<file path="src/rtl/array_check_pkg.sv">
// rtl/array_check_pkg.sv - shared ordering-mode and scan-state encodings
package array_check_pkg;

    typedef enum logic [1:0] {
        MODE_ND = 2'b00,
        MODE_SI = 2'b01,
        MODE_NI = 2'b10,
        MODE_SD = 2'b11
    } mode_e;

    typedef enum logic [1:0] {
        IDLE  = 2'b00,
        FIRST = 2'b01,
        SCAN  = 2'b10,
        DONE  = 2'b11
    } state_e;

endpackage

</file>
<file path="src/rtl/order_compare.sv">
// rtl/order_compare.sv - flags an adjacent pair that breaks the selected ordering
module order_compare
    import array_check_pkg::*;
#(
    parameter int DATA_W = 32,
    parameter int SIGNED = 0
) (
    input  logic [DATA_W-1:0] prev,
    input  logic [DATA_W-1:0] cur,
    input  logic [1:0]        mode,
    output logic              violation
);

    logic gt;
    logic lt;

    always_comb begin
        if (SIGNED != 0) begin
            gt = $signed(prev) > $signed(cur);
            lt = $signed(prev) < $signed(cur);
        end else begin
            gt = prev > cur;
            lt = prev < cur;
        end
    end

    // Strict modes reject equality, so they test the negated opposite relation.
    always_comb begin
        violation = 1'b0;
        case (mode_e'(mode))
            MODE_ND: violation = gt;
            MODE_SI: violation = !lt;
            MODE_NI: violation = lt;
            MODE_SD: violation = !gt;
            default: violation = 1'b0;
        endcase
    end

endmodule

</file>
<file path="src/rtl/array_order_check.sv">
// rtl/array_order_check.sv - scans a memory range and checks it against an ordering
module array_order_check
    import array_check_pkg::*;
#(
    parameter int  DATA_W = 32,
    parameter int  DEPTH  = 32,
    parameter int  SIGNED = 0,
    localparam int ADDR_W = $clog2(DEPTH),
    localparam int LEN_W  = $clog2(DEPTH + 1)
) (
    input  logic              clock,
    input  logic              reset,
    input  logic              go,
    input  logic [ADDR_W-1:0] base,
    input  logic [LEN_W-1:0]  length,
    input  logic [1:0]        mode,
    input  logic              count_all,
    output logic              rd_en,
    output logic [ADDR_W-1:0] rd_addr,
    input  logic [DATA_W-1:0] rd_data,
    output logic              done,
    output logic              sorted,
    output logic              range_error,
    output logic [LEN_W-1:0]  first_inv_idx,
    output logic [LEN_W-1:0]  inv_count
);

    localparam logic [LEN_W:0] DEPTH_X = (LEN_W + 1)'(DEPTH);

    state_e              state_q, state_d;
    logic [ADDR_W-1:0]   base_q, base_d;
    logic [LEN_W-1:0]    len_q, len_d;
    logic [1:0]          mode_q, mode_d;
    logic                count_all_q, count_all_d;
    logic                skip_q, skip_d;
    logic [LEN_W-1:0]    k_q, k_d;
    logic [DATA_W-1:0]   prev_q, prev_d;
    logic                sorted_q, sorted_d;
    logic                range_q, range_d;
    logic [LEN_W-1:0]    first_q, first_d;
    logic [LEN_W-1:0]    inv_q, inv_d;

    logic                violation;
    logic [LEN_W:0]      end_x;
    logic                more;
    logic                last;
    logic                exit_early;

    order_compare #(
        .DATA_W (DATA_W),
        .SIGNED (SIGNED)
    ) u_cmp (
        .prev      (prev_q),
        .cur       (rd_data),
        .mode      (mode_q),
        .violation (violation)
    );

    assign end_x      = {{(LEN_W + 1 - ADDR_W){1'b0}}, base} + {1'b0, length};
    assign more       = ({1'b0, k_q} + (LEN_W + 1)'(1)) < {1'b0, len_q};
    assign last       = k_q == (len_q - LEN_W'(1));
    assign exit_early = (k_q != '0) && violation && !count_all_q;

    always_comb begin
        state_d     = state_q;
        base_d      = base_q;
        len_d       = len_q;
        mode_d      = mode_q;
        count_all_d = count_all_q;
        skip_d      = skip_q;
        k_d         = k_q;
        prev_d      = prev_q;
        sorted_d    = sorted_q;
        range_d     = range_q;
        first_d     = first_q;
        inv_d       = inv_q;
        rd_en       = 1'b0;
        rd_addr     = '0;
        done        = 1'b0;

        case (state_q)
            IDLE: begin
                if (go) begin
                    base_d      = base;
                    len_d       = length;
                    mode_d      = mode;
                    count_all_d = count_all;
                    k_d         = '0;
                    prev_d      = '0;
                    first_d     = '0;
                    inv_d       = '0;
                    range_d     = 1'b0;
                    sorted_d    = 1'b1;
                    skip_d      = 1'b0;
                    state_d     = FIRST;
                    // Trivial outcomes still pass through FIRST (with no read) so done lands one edge after accept.
                    if (end_x > DEPTH_X) begin
                        range_d  = 1'b1;
                        sorted_d = 1'b0;
                        skip_d   = 1'b1;
                    end else if (length <= LEN_W'(1)) begin
                        skip_d = 1'b1;
                    end
                end
            end
            FIRST: begin
                if (!skip_q) begin
                    rd_en   = 1'b1;
                    rd_addr = base_q;
                end
                k_d     = '0;
                state_d = skip_q ? DONE : SCAN;
            end
            SCAN: begin
                // No read is issued for an element that will never be compared.
                if (more && !exit_early) begin
                    rd_en   = 1'b1;
                    rd_addr = base_q + k_q[ADDR_W-1:0] + ADDR_W'(1);
                end
                if (k_q == '0) begin
                    prev_d = rd_data;
                    k_d    = LEN_W'(1);
                end else begin
                    if (violation) begin
                        sorted_d = 1'b0;
                        if (inv_q != '1) begin
                            inv_d = inv_q + LEN_W'(1);
                        end
                        if (sorted_q) begin
                            first_d = k_q;
                        end
                    end
                    if (exit_early || last) begin
                        state_d = DONE;
                    end else begin
                        prev_d = rd_data;
                        k_d    = k_q + LEN_W'(1);
                    end
                end
            end
            DONE: begin
                done = 1'b1;
                if (!go) begin
                    state_d = IDLE;
                end
            end
            default: state_d = IDLE;
        endcase
    end

    always_ff @(posedge clock) begin
        if (reset) begin
            state_q     <= IDLE;
            base_q      <= '0;
            len_q       <= '0;
            mode_q      <= '0;
            count_all_q <= 1'b0;
            skip_q      <= 1'b0;
            k_q         <= '0;
            prev_q      <= '0;
            sorted_q    <= 1'b0;
            range_q     <= 1'b0;
            first_q     <= '0;
            inv_q       <= '0;
        end else begin
            state_q     <= state_d;
            base_q      <= base_d;
            len_q       <= len_d;
            mode_q      <= mode_d;
            count_all_q <= count_all_d;
            skip_q      <= skip_d;
            k_q         <= k_d;
            prev_q      <= prev_d;
            sorted_q    <= sorted_d;
            range_q     <= range_d;
            first_q     <= first_d;
            inv_q       <= inv_d;
        end
    end

    assign sorted        = sorted_q;
    assign range_error   = range_q;
    assign first_inv_idx = first_q;
    assign inv_count     = inv_q;

endmodule

</file>
<file path="config.mk">
export PLATFORM = sky130hd
export DESIGN_NAME = array_order_check
export DESIGN_NICKNAME = d
export VERILOG_FILES = /design/src/rtl/array_check_pkg.sv /design/src/rtl/order_compare.sv /design/src/rtl/array_order_check.sv
export SDC_FILE = /design/constraint.sdc
export NUM_CORES = 1
export LEC_CHECK = 0
export BUFFER_PORTS_ARGS = -buffer_cell sky130_fd_sc_hd__buf_2
export CAP_MARGIN = 15
export CORE_UTILIZATION = 57
export CTS_CLUSTER_DIAMETER = 120
export DETAILED_ROUTE_END_ITERATION = 8
export GPL_TIMING_DRIVEN = 0
export HOLD_SLACK_MARGIN = 0.12
export PLACE_DENSITY = 0.8
export SYNTH_ARGS = -nofsm -noshare
export SYNTH_HDL_FRONTEND = slang
export SYNTH_SLANG_ARGS = --single-unit
</file>
<file path="constraint.sdc">
create_clock -name clock -period 3.8 [get_ports clock]
set_clock_uncertainty 0.1 [all_clocks]
set_input_delay 0.19 -clock clock [delete_from_list [all_inputs] [get_ports clock]]
set_output_delay 0.19 -clock clock [all_outputs]
set_load 0.02 [all_outputs]
</file>
==> impl_metrics.py, run 1 <==
metrics = {
    "timing": {
        "timing.setup.tns_ps": 0,
        "worst-slew-pin-transition_ps": 771,
        "finalCritPeriodShare_pct": 96.5,
        "final-max-slew-violation-count": 0,
        "setup_viol": 0,
        "setup_repair_after_global_routing_missed_its_margin": "no",
        "fmax_mhz": 273,
        "worst_slew_margin_rel_pct": 47.2,
        "final_period_minus_worst_setup_slack_ps": 3670,
        "finalHoldViolations": 0,
    },
    "clocking": {
        "clkSlewWorstSetupHoldPaths_ps": 70,
        "clockBufferDepth": 2,
        "cts_sinks": 69,
        "cts_tree": "done",
        "cts_root_buffer": "clkbuf_8",
        "worstSkewPairLatency_ps": 340,
        "cts_made_buffers": 9,
        "htreeDepth": 3,
        "post-cts-setup-buffers": 0,
    },
    "floorplan": {
        "floorplan.die_area_um2": 8020,
        "std_cell_rows": 31,
        "die_height_um": 89.6,
        "floorplan.initialDensity_pct": 59.6,
        "placeableCoreArea_um2": 7330,
        "total_i_o_pin_count": 70,
        "die_width_um": 89.6,
    },
    "global_routing": {
        "grt_first_pass_wirelength_um": 17900,
        "global_route.usage.total_pct": 28.8,
        "first_global_vias": 4053,
        "antenna_found_initial": 0,
        "maximum_number_of_pins_on_one_net_before_global_route_repair": 12,
        "grt_overflow": 0,
    },
    "worst_setup_path": {
        "critPathMaxFanout": 10,
        "critPathCaptureType": "primary output",
        "rr_endpoint": "prev_q[27]",
        "worstSetupEndpoint": "rd_addr[4]",
        "cp-startpoint": "rd_data[23]",
        "timing.setup.critical_path_class": "in -> out",
        "worstPathArrival_ps": 3380,
        "worstRegToRegCells": 10,
        "worst_setup_path_start_kind": "primary input",
        "critical_path_required_ps": 3510,
        "timing.reg2reg.setup_slack_ps": 330,
        "critical_path.reg2reg.startpoint": "k_q[0]",
    },
    "route": {
        "dr_total_vias": 4209,
        "drt_drc_violations_left": 0,
        "post_drt_wl_per_cell_um": 15.0,
        "met2WireLength_um": 5180,
        "post_drt_via_cell_ratio": 5.70,
        "met3WireLength_um": 643,
        "maxUsedRoutingLayer": "met4",
        "length_of_routed_wiring_on_met1_um": 5030,
        "starting_drc_count_in_detailed_routing": 232,
        "detail_route.first_pass.iterations": 5,
        "totalWireLength_um": 11100,
        "antenna_violating_nets_post_route": 0,
    },
    "cells_and_area": {
        "share_of_post_route_cells_with_drive_strength_above_1_pct": 16.4,
        "layout_common_cells": "buf_2 (73), dfxtp_1 (69), nand2_1 (57), ha_1 (55), inv_1 (54)",
        "area_delta_synth_final_pct": 26.4,
        "antenna_cells_inserted": 0,
        "fin_area_um2": 5520,
        "mostFrequentLayoutCell": "buf_2",
        "fillCellCount": 521,
        "fin_nets": 740,
    },
    "logic_synthesis": {
        "synth_area_in_adders_pct": 16.9,
        "synth_edf_count": 0,
        "dominant_combinational_cell_family_by_area_after_synthesis": "compound AO/OA/AOI/OAI gates",
        "ys_seq_area_share_pct": 31.6,
        "synthesis.area_um2": 4370,
        "synthMuxAreaShare_pct": 0.687,
        "syn_area_per_cell_um2": 8.61,
        "yosys.area_share.simple_pct": 16.9,
        "synth_nets": 614,
        "area_fraction_in_compound_gates_after_synthesis_pct": 23.8,
        "netlist_instances": 508,
        "ys.flop_type": "dfxtp_1",
        "synth_async_sr_flop_share_pct": 0,
        "netlist-cell-type-count": 57,
        "area_share_of_xor_xnor_cells_in_the_synthesized_design_pct": 3.21,
        "synth_seq_cells": 69,
        "synthesis.yosys.warnings": 0,
    },
    "worst_hold_path": {
        "hold_class": "in -> reg",
    },
    "pwr": {
        "vdd.ir_drop.worst_mv": 0.482,
        "power_uw": 2520,
        "power_density_relative_to_cell_area_nw_per_um2": 456,
        "total_leakage_power_uw": 0.00258,
    },
    "place": {
        "finalWeightedCongestion": 0.906,
        "port-buffer-count": 69,
        "detailed_place.area_um2": 4840,
        "hpwl_um": 7840,
    },
    "flow_run": {
        "cap_viol_max_count": 0,
    },
    "outcome": {
        "status": "complete, no violations",
    },
}
routing by layer:
layer | global-route usage, % | vias up
li1 | - | 2095
met1 | 36.4 | 1927
met2 | 48.4 | 162
met3 | 5.94 | 25
met4 | 10.5 | 0
met5 | 0 | -
state kept, by name, indices dropped and copies added, names as in the netlist, 2 cells and up:
signal and count:
prev_q 32, first_inv_idx 6, inv_count 6, k_q 6, len_q 6, base_q 5
mode_q 2, state_q 2
worst min-delay path by stage:
stage | cells after the start | slack [ps] | startpoint | to
2_1_floorplan | 1 | 220 | rd_data[10] | prev_q[10]
3_3_place_gp | 2 | 320 | rd_data[19] | prev_q[19]
3_5_place_dp | 2 | 330 | rd_data[11] | prev_q[11]
4_1_cts | 4 | 190 | go | state_q[1]
5_1_grt | 3 | 250 | reset | prev_q[0]
6_report | 4 | 200 | go | state_q[1]
critical path, cell delays in order:
cell,delay [ps]
dlygate4sd3_1,530
buf_2,110
inv_1,40
ha_1,320
nand4_1,170
or4_4,580
a31oi_4,210
or3_1,180
nand2_1,70
buf_2,190
a221o_1,360
a21boi_0,220
buf_2,210
power by group:
| part | switching, uW | internal (uW) | total (uW) | leakage [uW] |
|---|---|---|---|---|
| clock | 279 | 340 | 619 | 0.000104 |
| combinational | 580 | 408 | 988 | 0.00192 |
| sequential | 87.6 | 823 | 910 | 0.000560 |
synthesized netlist by cell type (2+ instances only):
cell       n  area share, %
dfxtp_1   69             32
nand2_1   57            4.9
ha_1      55             16
inv_1     54            4.6
a21oi_1   44            5.0
a22o_1    40            8.0
o21ai_0   18            2.1
nand3_1   13            1.5
clkbuf_1  12            1.0
nand4_1   12            1.7
nor2_1    12            1.0
xnor2_1    9            1.8
and3_1     8            1.1
xor2_1     7            1.4
nand2b_1   6           0.86
nor2b_1    6           0.86
o21a_1     6            1.0
a21boi_0   5           0.86
a32o_1     5            1.1
a211o_1    4           0.80
buf_2      4           0.46
nor3_1     4           0.46
nor4_1     4           0.57
a21o_1     3           0.52
a221oi_1   3           0.60
a31oi_1    3           0.43
buf_6      3           0.77
mux2i_1    3           0.69
or2_2      3           0.43
a31o_2     2           0.40
and4_1     2           0.40
fa_1       2           0.92
nand4b_1   2           0.40
nor3b_1    2           0.34
nor4_2     2           0.57
o211ai_1   2           0.34
or4_1      2           0.34
cells by family after synthesis:
family | after synthesis
AO/OA/AOI/OAI | 147
AND/OR/NAND/NOR | 141
buffers and inverters | 74
flip-flops | 69
adder cells (fa/ha/maj) | 58
XOR/XNOR | 16
multiplexers | 3
per-stage QoR:
step / util, % / instances / hold WS [ps] / worst slack (ps)
after floorplan: - / 508 / 223 / 819
after global placement: 66.0 / 676 / 322 / 498
after detailed placement: 66.0 / 676 / 327 / 405
after CTS: 75.1 / 738 / 192 / 140
after global routing: 75.4 / 738 / 251 / 31.3
final: 75.4 / 738 / 205 / 134
area by class of cell:
| type | instances | area [um2] | share of cell area, % |
|---|---|---|---|
| Clock inverter | 3 | 43.8 | 0.793 |
| Timing Repair Buffer | 115 | 806 | 14.6 |
| Buffer | 20 | 104 | 1.88 |
| Clock buffer | 13 | 159 | 2.88 |
| Inverter | 54 | 203 | 3.67 |
| Multi-Input combinational cell | 365 | 2700 | 48.9 |
| Sequential cell | 69 | 1380 | 25.0 |
| Tap cell | 99 | 124 | 2.24 |
what timing repair did:
item	in CTS	in global routing
endpoints found under the hold margin	46	0
setup endpoints to repair	0	21
hold buffers	46	0
gates resized for setup	0	6
Power figures use the tool's default switching activity.
==> inputs of run 2 (changes only) <==
--- a/config.mk
+++ b/config.mk
@@ -5,14 +5,15 @@
 export SDC_FILE = /design/constraint.sdc
 export NUM_CORES = 1
 export LEC_CHECK = 0
+export ABC_AREA = 1
 export BUFFER_PORTS_ARGS = -buffer_cell sky130_fd_sc_hd__buf_2
 export CAP_MARGIN = 15
-export CORE_UTILIZATION = 57
+export CORE_UTILIZATION = 53
 export CTS_CLUSTER_DIAMETER = 120
 export DETAILED_ROUTE_END_ITERATION = 8
 export GPL_TIMING_DRIVEN = 0
 export HOLD_SLACK_MARGIN = 0.12
-export PLACE_DENSITY = 0.8
+export PLACE_DENSITY = 0.87
 export SYNTH_ARGS = -nofsm -noshare
 export SYNTH_HDL_FRONTEND = slang
 export SYNTH_SLANG_ARGS = --single-unit
==> constraint.sdc (replaced) <==
create_clock -name clock -period 2.9 [get_ports clock]
set_clock_uncertainty 0.1 [all_clocks]
set_input_delay 0.145 -clock clock [delete_from_list [all_inputs] [get_ports clock]]
set_output_delay 0.145 -clock clock [all_outputs]
set_load 0.02 [all_outputs]
==> impl_metrics.py, run 2 <==
metrics = {
    "timing": {
        "worst_slew_margin_rel_pct": 61.5,
        "timing.setup.tns_ps": 0,
        "fmax_mhz": 352,
        "final_period_minus_worst_setup_slack_ps": 2840,
        "final-max-slew-violation-count": 0,
        "finalHoldViolations": 0,
        "fin_worst_hold_slack_ps": 376,
        "worst-slew-pin-transition_ps": 578,
        "finalCritPeriodShare_pct": 97.9,
        "setup_repair_after_global_routing_missed_its_margin": "yes",
        "setup_viol": 0,
    },
    "route": {
        "drt_drc_violations_left": 0,
        "post_drt_via_cell_ratio": 4.98,
        "antenna_violating_nets_post_route": 0,
        "post_drt_wl_per_cell_um": 12.2,
        "dr_total_vias": 5124,
        "starting_drc_count_in_detailed_routing": 295,
        "detail_route.first_pass.iterations": 5,
        "totalWireLength_um": 12600,
    },
    "floorplan": {
        "die_width_um": 99.2,
        "die_height_um": 99.2,
        "placeableCoreArea_um2": 9200,
        "total_i_o_pin_count": 70,
        "floorplan.die_area_um2": 9840,
        "floorplan.initialDensity_pct": 54.4,
        "std_cell_rows": 35,
    },
    "global_routing": {
        "grt.met3_usage_pct": 5.06,
        "grt_use_met2_pct": 47.0,
        "grt_overflow": 0,
        "global_route.usage.total_pct": 25.7,
        "antenna_found_initial": 0,
        "grt_first_pass_wirelength_um": 20400,
        "maximum_number_of_pins_on_one_net_before_global_route_repair": 11,
        "grt_most_used_layer": "met2",
        "first_global_vias": 4795,
        "groute.layer.met1.usage_pct": 29.7,
    },
    "worst_setup_path": {
        "critical_path.reg2reg.startpoint": "prev_q[27]",
        "critical_path_required_ps": 2650,
        "worstPathArrival_ps": 2600,
        "worstRegToRegCells": 15,
        "critPathMaxFanout": 7,
        "timing.setup.critical_path_class": "reg -> out",
        "cp-startpoint": "k_q[2]",
        "worst_setup_path_start_kind": "flop",
        "critPathCaptureType": "primary output",
    },
    "cells_and_area": {
        "ff_latch_area_um2": 1390,
        "max_flop_register": "prev_q",
        "fillCellCount": 760,
        "largest_register_ff_count": 32,
        "fin_nets": 1020,
        "antenna_cells_inserted": 0,
        "multiInputGateArea_um2": 3030,
        "area_delta_synth_final_pct": 25.5,
        "mostFrequentLayoutCell": "nand2_1",
        "share_of_post_route_cells_with_drive_strength_above_1_pct": 13.5,
        "layout_common_cells": "nand2_1 (196), inv_1 (147), nor2_1 (110), dfxtp_1 (66), buf_2 (63)",
    },
    "worst_hold_path": {
        "hold_class": "reg -> reg",
        "holdPathStages": 2,
        "hp-start": "inv_count[3]",
    },
    "clocking": {
        "cts_tree": "done",
        "clkSlewWorstSetupHoldPaths_ps": 70,
        "cts_root_buffer": "clkbuf_8",
        "worstSkewPairLatency_ps": 350,
        "cts_made_buffers": 9,
        "cts_sinks": 69,
        "clockBufferDepth": 2,
        "htreeDepth": 3,
    },
    "logic_synthesis": {
        "synthesis.area_um2": 5010,
        "syn_area_per_cell_um2": 6.38,
        "ys_seq_area_share_pct": 27.6,
        "synthesis.yosys.warnings": 0,
        "synth_area_in_adders_pct": 14.5,
        "netlist.top_cell.by_area": "dfxtp_1",
        "netlist-cell-type-count": 36,
        "dominant_combinational_cell_family_by_area_after_synthesis": "simple AND/OR/NAND/NOR gates",
        "netlist_instances": 785,
        "synth_nets": 891,
        "synth_edf_count": 0,
        "post-synth-top-area-fraction_pct": 27.6,
        "synth_seq_cells": 69,
        "synthMuxAreaShare_pct": 0,
        "area_share_of_xor_xnor_cells_in_the_synthesized_design_pct": 3.32,
        "synth_async_sr_flop_share_pct": 0,
        "synth_most_common_cell": "nand2_1",
        "synthTopCellsByArea": "dfxtp_1 (28%), nand2_1 (15%), ha_1 (14%)",
        "yosys.area_share.simple_pct": 31.2,
        "ys.flop_type": "dfxtp_1",
        "area_fraction_in_compound_gates_after_synthesis_pct": 9.25,
        "yosys-top-cells-count": "nand2_1 (201), inv_1 (148), nor2_1 (114)",
    },
    "place": {
        "hpwl_um": 8170,
        "finalWeightedCongestion": 0.884,
        "port-buffer-count": 68,
    },
    "pwr": {
        "total_leakage_power_uw": 0.00354,
        "vdd.ir_drop.worst_mv": 0.570,
        "power_density_relative_to_cell_area_nw_per_um2": 835,
    },
    "outcome": {
        "status": "complete, no violations",
    },
    "flow_run": {
        "cap_viol_max_count": 0,
    },
}
[run 2: cell count changes in the layout (fill, tap and decap cells not counted), sizes merged, moves of 6 or more]
| cell | before | now |
|---|---|---|
| nand3 | 13 | 27 |
| o21ai | 19 | 26 |
| a21oi | 44 | 51 |
| nand2b | 6 | 0 |
| a22o | 40 | 0 |
| inv | 54 | 148 |
| nand2 | 57 | 204 |
| nor2 | 12 | 115 |
| nor2b | 6 | 0 |
| and3 | 8 | 0 |
[run 2: critical path, stage by stage, from the launching register on]
cell and delay, ps:
dfxtp_2 480, nand3_1 170, xor2_1 170, inv_1 80, ha_1 290, a21o_1 190
a21o_1 170, a21oi_2 180, nand2_4 90, o22ai_2 110, inv_1 60, nor2_1 110
buf_4 150
[run 2: repair_timing]
| action | 4_1_cts | 5_1_grt |
|---|---|---|
| hold buffers | 48 | 0 |
| resized for setup | 9 | 25 |
| buffers inserted | 1 | 4 |
| endpoints found under the hold margin | 51 | 0 |
| pin swaps | 1 | 10 |
| endpoints found under the setup margin | 6 | 6 |
[run 2: final cells by class]
class,count,share of cell area [%]
tap,111,2.21
clock inverter,2,0.159
sequential,69,22.1
clock buffer,13,2.37
multi-input combinational,538,48.2
inverter,150,8.96
timing repair buffer,119,13.7
buffer,27,2.25
[run 2: report_power, final]
| group | internal (uW) | leakage, uW | switching (uW) |
|---|---|---|---|
| clock network | 327 | 0.0000833 | 347 |
| registers | 1290 | 0.000570 | 234 |
| logic | 1190 | 0.00289 | 1860 |
| total | 2810 | 0.00354 | 2440 |
[run 2: metrics by stage]
stage / setup slack, ps / std cells / util [%] / power [uW] / cell area, um2
global placement: 215 / 964 / 59.7 / 4180 / 5490
global route: -84.7 / 1029 / 68.3 / 5780 / 6280
detailed placement: 156 / 964 / 59.7 / 4250 / 5490
finish: 59.6 / 1029 / 68.3 / 5240 / 6280
CTS: -2.70 / 1027 / 67.0 / 5010 / 6160
floorplan: 429 / 785 / - / 3630 / 5010
[run 2: path summary, 6_finish.rpt]
| check | to | slack [ps] |
|---|---|---|
| min | inv_count[3] | 380 |
| min reg2reg | inv_count[3] | 380 |
| max | rd_addr[1] | 60 |
| max reg2reg | prev_q[9] | 300 |
[run 2: kinds of logic after synthesis]
kind of cell / Yosys count
buffers and inverters: 178
AO/OA/AOI/OAI: 87
AND/OR/NAND/NOR: 375
XOR/XNOR: 19
adder cells (fa/ha/maj): 57
flip-flops: 69
[run 2: metal layers]
layer / wire length (um) / vias to the layer above / share of wire, %
met2: 6140 / 153 / 49
met5: 0 / - / 0
met3: 542 / 33 / 4.3
met1: 5560 / 2263 / 44
li1: - / 2675 / -
met4: 337 / 0 / 2.7
==> inputs of run 3 (changes only) <==
--- a/config.mk
+++ b/config.mk
@@ -8,12 +8,12 @@
 export ABC_AREA = 1
 export BUFFER_PORTS_ARGS = -buffer_cell sky130_fd_sc_hd__buf_2
 export CAP_MARGIN = 15
-export CORE_UTILIZATION = 53
+export CORE_UTILIZATION = 59
 export CTS_CLUSTER_DIAMETER = 120
 export DETAILED_ROUTE_END_ITERATION = 8
 export GPL_TIMING_DRIVEN = 0
 export HOLD_SLACK_MARGIN = 0.12
-export PLACE_DENSITY = 0.87
+export PLACE_DENSITY = 0.92
 export SYNTH_ARGS = -nofsm -noshare
 export SYNTH_HDL_FRONTEND = slang
 export SYNTH_SLANG_ARGS = --single-unit
==> constraint.sdc (replaced) <==
create_clock -name clock -period 3 [get_ports clock]
set_clock_uncertainty 0.1 [all_clocks]
set_input_delay 0.15 -clock clock [delete_from_list [all_inputs] [get_ports clock]]
set_output_delay 0.15 -clock clock [all_outputs]
set_load 0.02 [all_outputs]
==> impl_metrics.py, run 3 (synthesis results as in run 2) <==
metrics = {
    "timing": {
        "fin_ws_ps": 25.7,
        "worst_slew_margin_rel_pct": 63.8,
        "finalHoldViolations": 0,
        "fin_worst_hold_slack_ps": 158,
        "final_period_minus_worst_setup_slack_ps": 2970,
        "worst-slew-pin-transition_ps": 543,
        "setup_viol": 0,
        "finalCritPeriodShare_pct": 99.1,
        "fmax_mhz": 336,
        "final-max-slew-violation-count": 0,
    },
    "worst_setup_path": {
        "critPathMaxFanout": 5,
        "critical_path_required_ps": 2750,
        "cpMaxStageDelayCell": "dfxtp_4",
        "critical_path.cell_chain": "ha_4 > xor2_2 > ha_1 > a21oi_1 > o21ai_0 > a21o_1 > a21o_1 > a21oi_2 > nand2_4 > o22ai_2 > inv_1 > nor2_1 > buf_4",
        "critical_path.reg2reg.startpoint": "prev_q[25]",
        "worstSetupPathDepth": 13,
        "critPathCaptureType": "primary output",
        "timing.reg2reg.setup_slack_ps": 340,
        "cpLargestDelayFamily": "compound AO/OA/AOI/OAI gates",
        "crit_top_cell": "a21o_1",
        "worst-path-buf-inv": 2,
        "timing.setup.critical_path_class": "reg -> out",
        "rr_endpoint": "prev_q[9]",
        "worstPathArrival_ps": 2720,
        "cp_slowest_stage_delay_ps": 390,
        "worst_setup_path_start_kind": "flop",
        "worstRegToRegCells": 18,
    },
    "clocking": {
        "cts_root_buffer": "clkbuf_8",
        "htreeDepth": 3,
        "cts_tree": "done",
        "clockBufferDepth": 2,
        "clkSlewWorstSetupHoldPaths_ps": 70,
        "cts_sinks": 69,
        "cts_made_buffers": 9,
        "worstSkewPairLatency_ps": 360,
    },
    "pwr": {
        "power.share.sequential_pct": 28.2,
        "power_switching_share_pct": 47.0,
        "clockPowerShare_pct": 14.3,
        "power_uw": 5230,
        "logic_pwr_share_pct": 57.5,
        "total_leakage_power_uw": 0.00354,
        "cellInternalPower_uw": 2770,
        "netSwitchingPower_uw": 2460,
        "power_density_relative_to_cell_area_nw_per_um2": 832,
        "vdd.ir_drop.worst_mv": 0.647,
    },
    "cells_and_area": {
        "area_delta_synth_final_pct": 25.4,
        "mostFrequentLayoutCell": "nand2_1",
        "fillCellCount": 594,
        "max_flop_register": "prev_q",
        "largest_register_ff_count": 32,
        "ff_latch_area_um2": 1390,
        "antenna_cells_inserted": 0,
        "stdcell_count": 1022,
        "multiInputGateArea_um2": 3010,
        "fin_area_um2": 6280,
        "share_of_post_route_cells_with_drive_strength_above_1_pct": 13.4,
        "fin_nets": 1018,
        "layout_common_cells": "nand2_1 (198), inv_1 (147), nor2_1 (112), dfxtp_1 (66), buf_2 (63)",
    },
    "floorplan": {
        "total_i_o_pin_count": 70,
        "placeableCoreArea_um2": 8220,
        "floorplan.die_area_um2": 8860,
        "floorplan.initialDensity_pct": 60.9,
        "die_width_um": 94.1,
        "die_height_um": 94.1,
        "std_cell_rows": 33,
    },
    "worst_hold_path": {
        "hp-start": "length[5]",
        "holdPathStages": 3,
        "hold_class": "in -> reg",
        "worst_hold_path.endpoint": "len_q[5]",
    },
    "place": {
        "finalWeightedCongestion": 0.910,
        "placedCellCount": 958,
        "port-buffer-count": 68,
        "pre_cts_slack_ps": 198,
        "detailed_place.area_um2": 5480,
        "hpwl_um": 8470,
    },
    "global_routing": {
        "maximum_number_of_pins_on_one_net_before_global_route_repair": 12,
        "grt_first_pass_wirelength_um": 21200,
        "global_route.usage.total_pct": 30.2,
        "first_global_vias": 5005,
        "antenna_found_initial": 0,
        "grt_overflow": 0,
    },
    "route": {
        "dr_total_vias": 5364,
        "detail_route.first_pass.iterations": 5,
        "post_drt_wl_per_cell_um": 13.5,
        "totalWireLength_um": 13800,
        "drt_drc_violations_left": 0,
        "post_drt_via_cell_ratio": 5.25,
        "antenna_violating_nets_post_route": 0,
        "starting_drc_count_in_detailed_routing": 399,
    },
    "outcome": {
        "status": "complete, no violations",
    },
    "flow_run": {
        "cap_viol_max_count": 0,
    },
}
[run 3: worst max path at each step]
stage | start | end | slack, ps
floorplan | k_q[1] | rd_addr[2] | 520
global placement | k_q[1] | rd_addr[2] | 330
detailed placement | k_q[1] | rd_addr[3] | 200
CTS | k_q[1] | rd_addr[3] | 7
global route | k_q[0] | rd_addr[0] | -90
finish | k_q[0] | rd_addr[0] | 30
[run 3: repair_timing]
item,in CTS,in global routing
buffers inserted,0,4
gates resized for setup,5,24
endpoints found under the setup margin,6,6
endpoints found under the hold margin,50,0
hold buffers,47,0
pin swaps,0,8
[run 3: layout make-up]
class                           instances  area share (%)
Sequential cell                        69            22.1
Inverter                              150            8.96
Buffer                                 27            2.25
Clock inverter                          2           0.239
Tap cell                              105            2.09
Clock buffer                           14            2.91
Multi-Input combinational cell        538            48.0
Timing Repair Buffer                  117            13.4
[run 3: stage by stage]
| stage | util [%] | TNS (ps) |
|---|---|---|
| 2_1_floorplan | - | 0 |
| 3_3_place_gp | 66.7 | 0 |
| 6_report | 76.4 | 0 |
| 3_5_place_dp | 66.7 | 0 |
| 4_1_cts | 75.0 | 0 |
| 5_1_grt | 76.4 | -310 |
[run 3: tightest hold or removal path, stage by stage]
cell and delay, ps:
buf_2 120, o21ai_0 140, a21oi_1 160
[run 3: routing by layer]
layer	up-vias	GRT usage (%)	routed length, um
met5	-	0	0
met4	0	12.3	425
met3	50	5.42	809
met2	211	55.0	6980
met1	2433	34.5	5570
li1	2670	-	-
[run 3: power groups by stage]
stage,clock network [uW],registers [uW],logic (uW)
6_report,747,1480,3000
5_1_grt,787,1510,3370
4_1_cts,753,1460,2750
3_5_place_dp,0,1470,2670
3_3_place_gp,0,1450,2580
2_1_floorplan,0,1480,2030
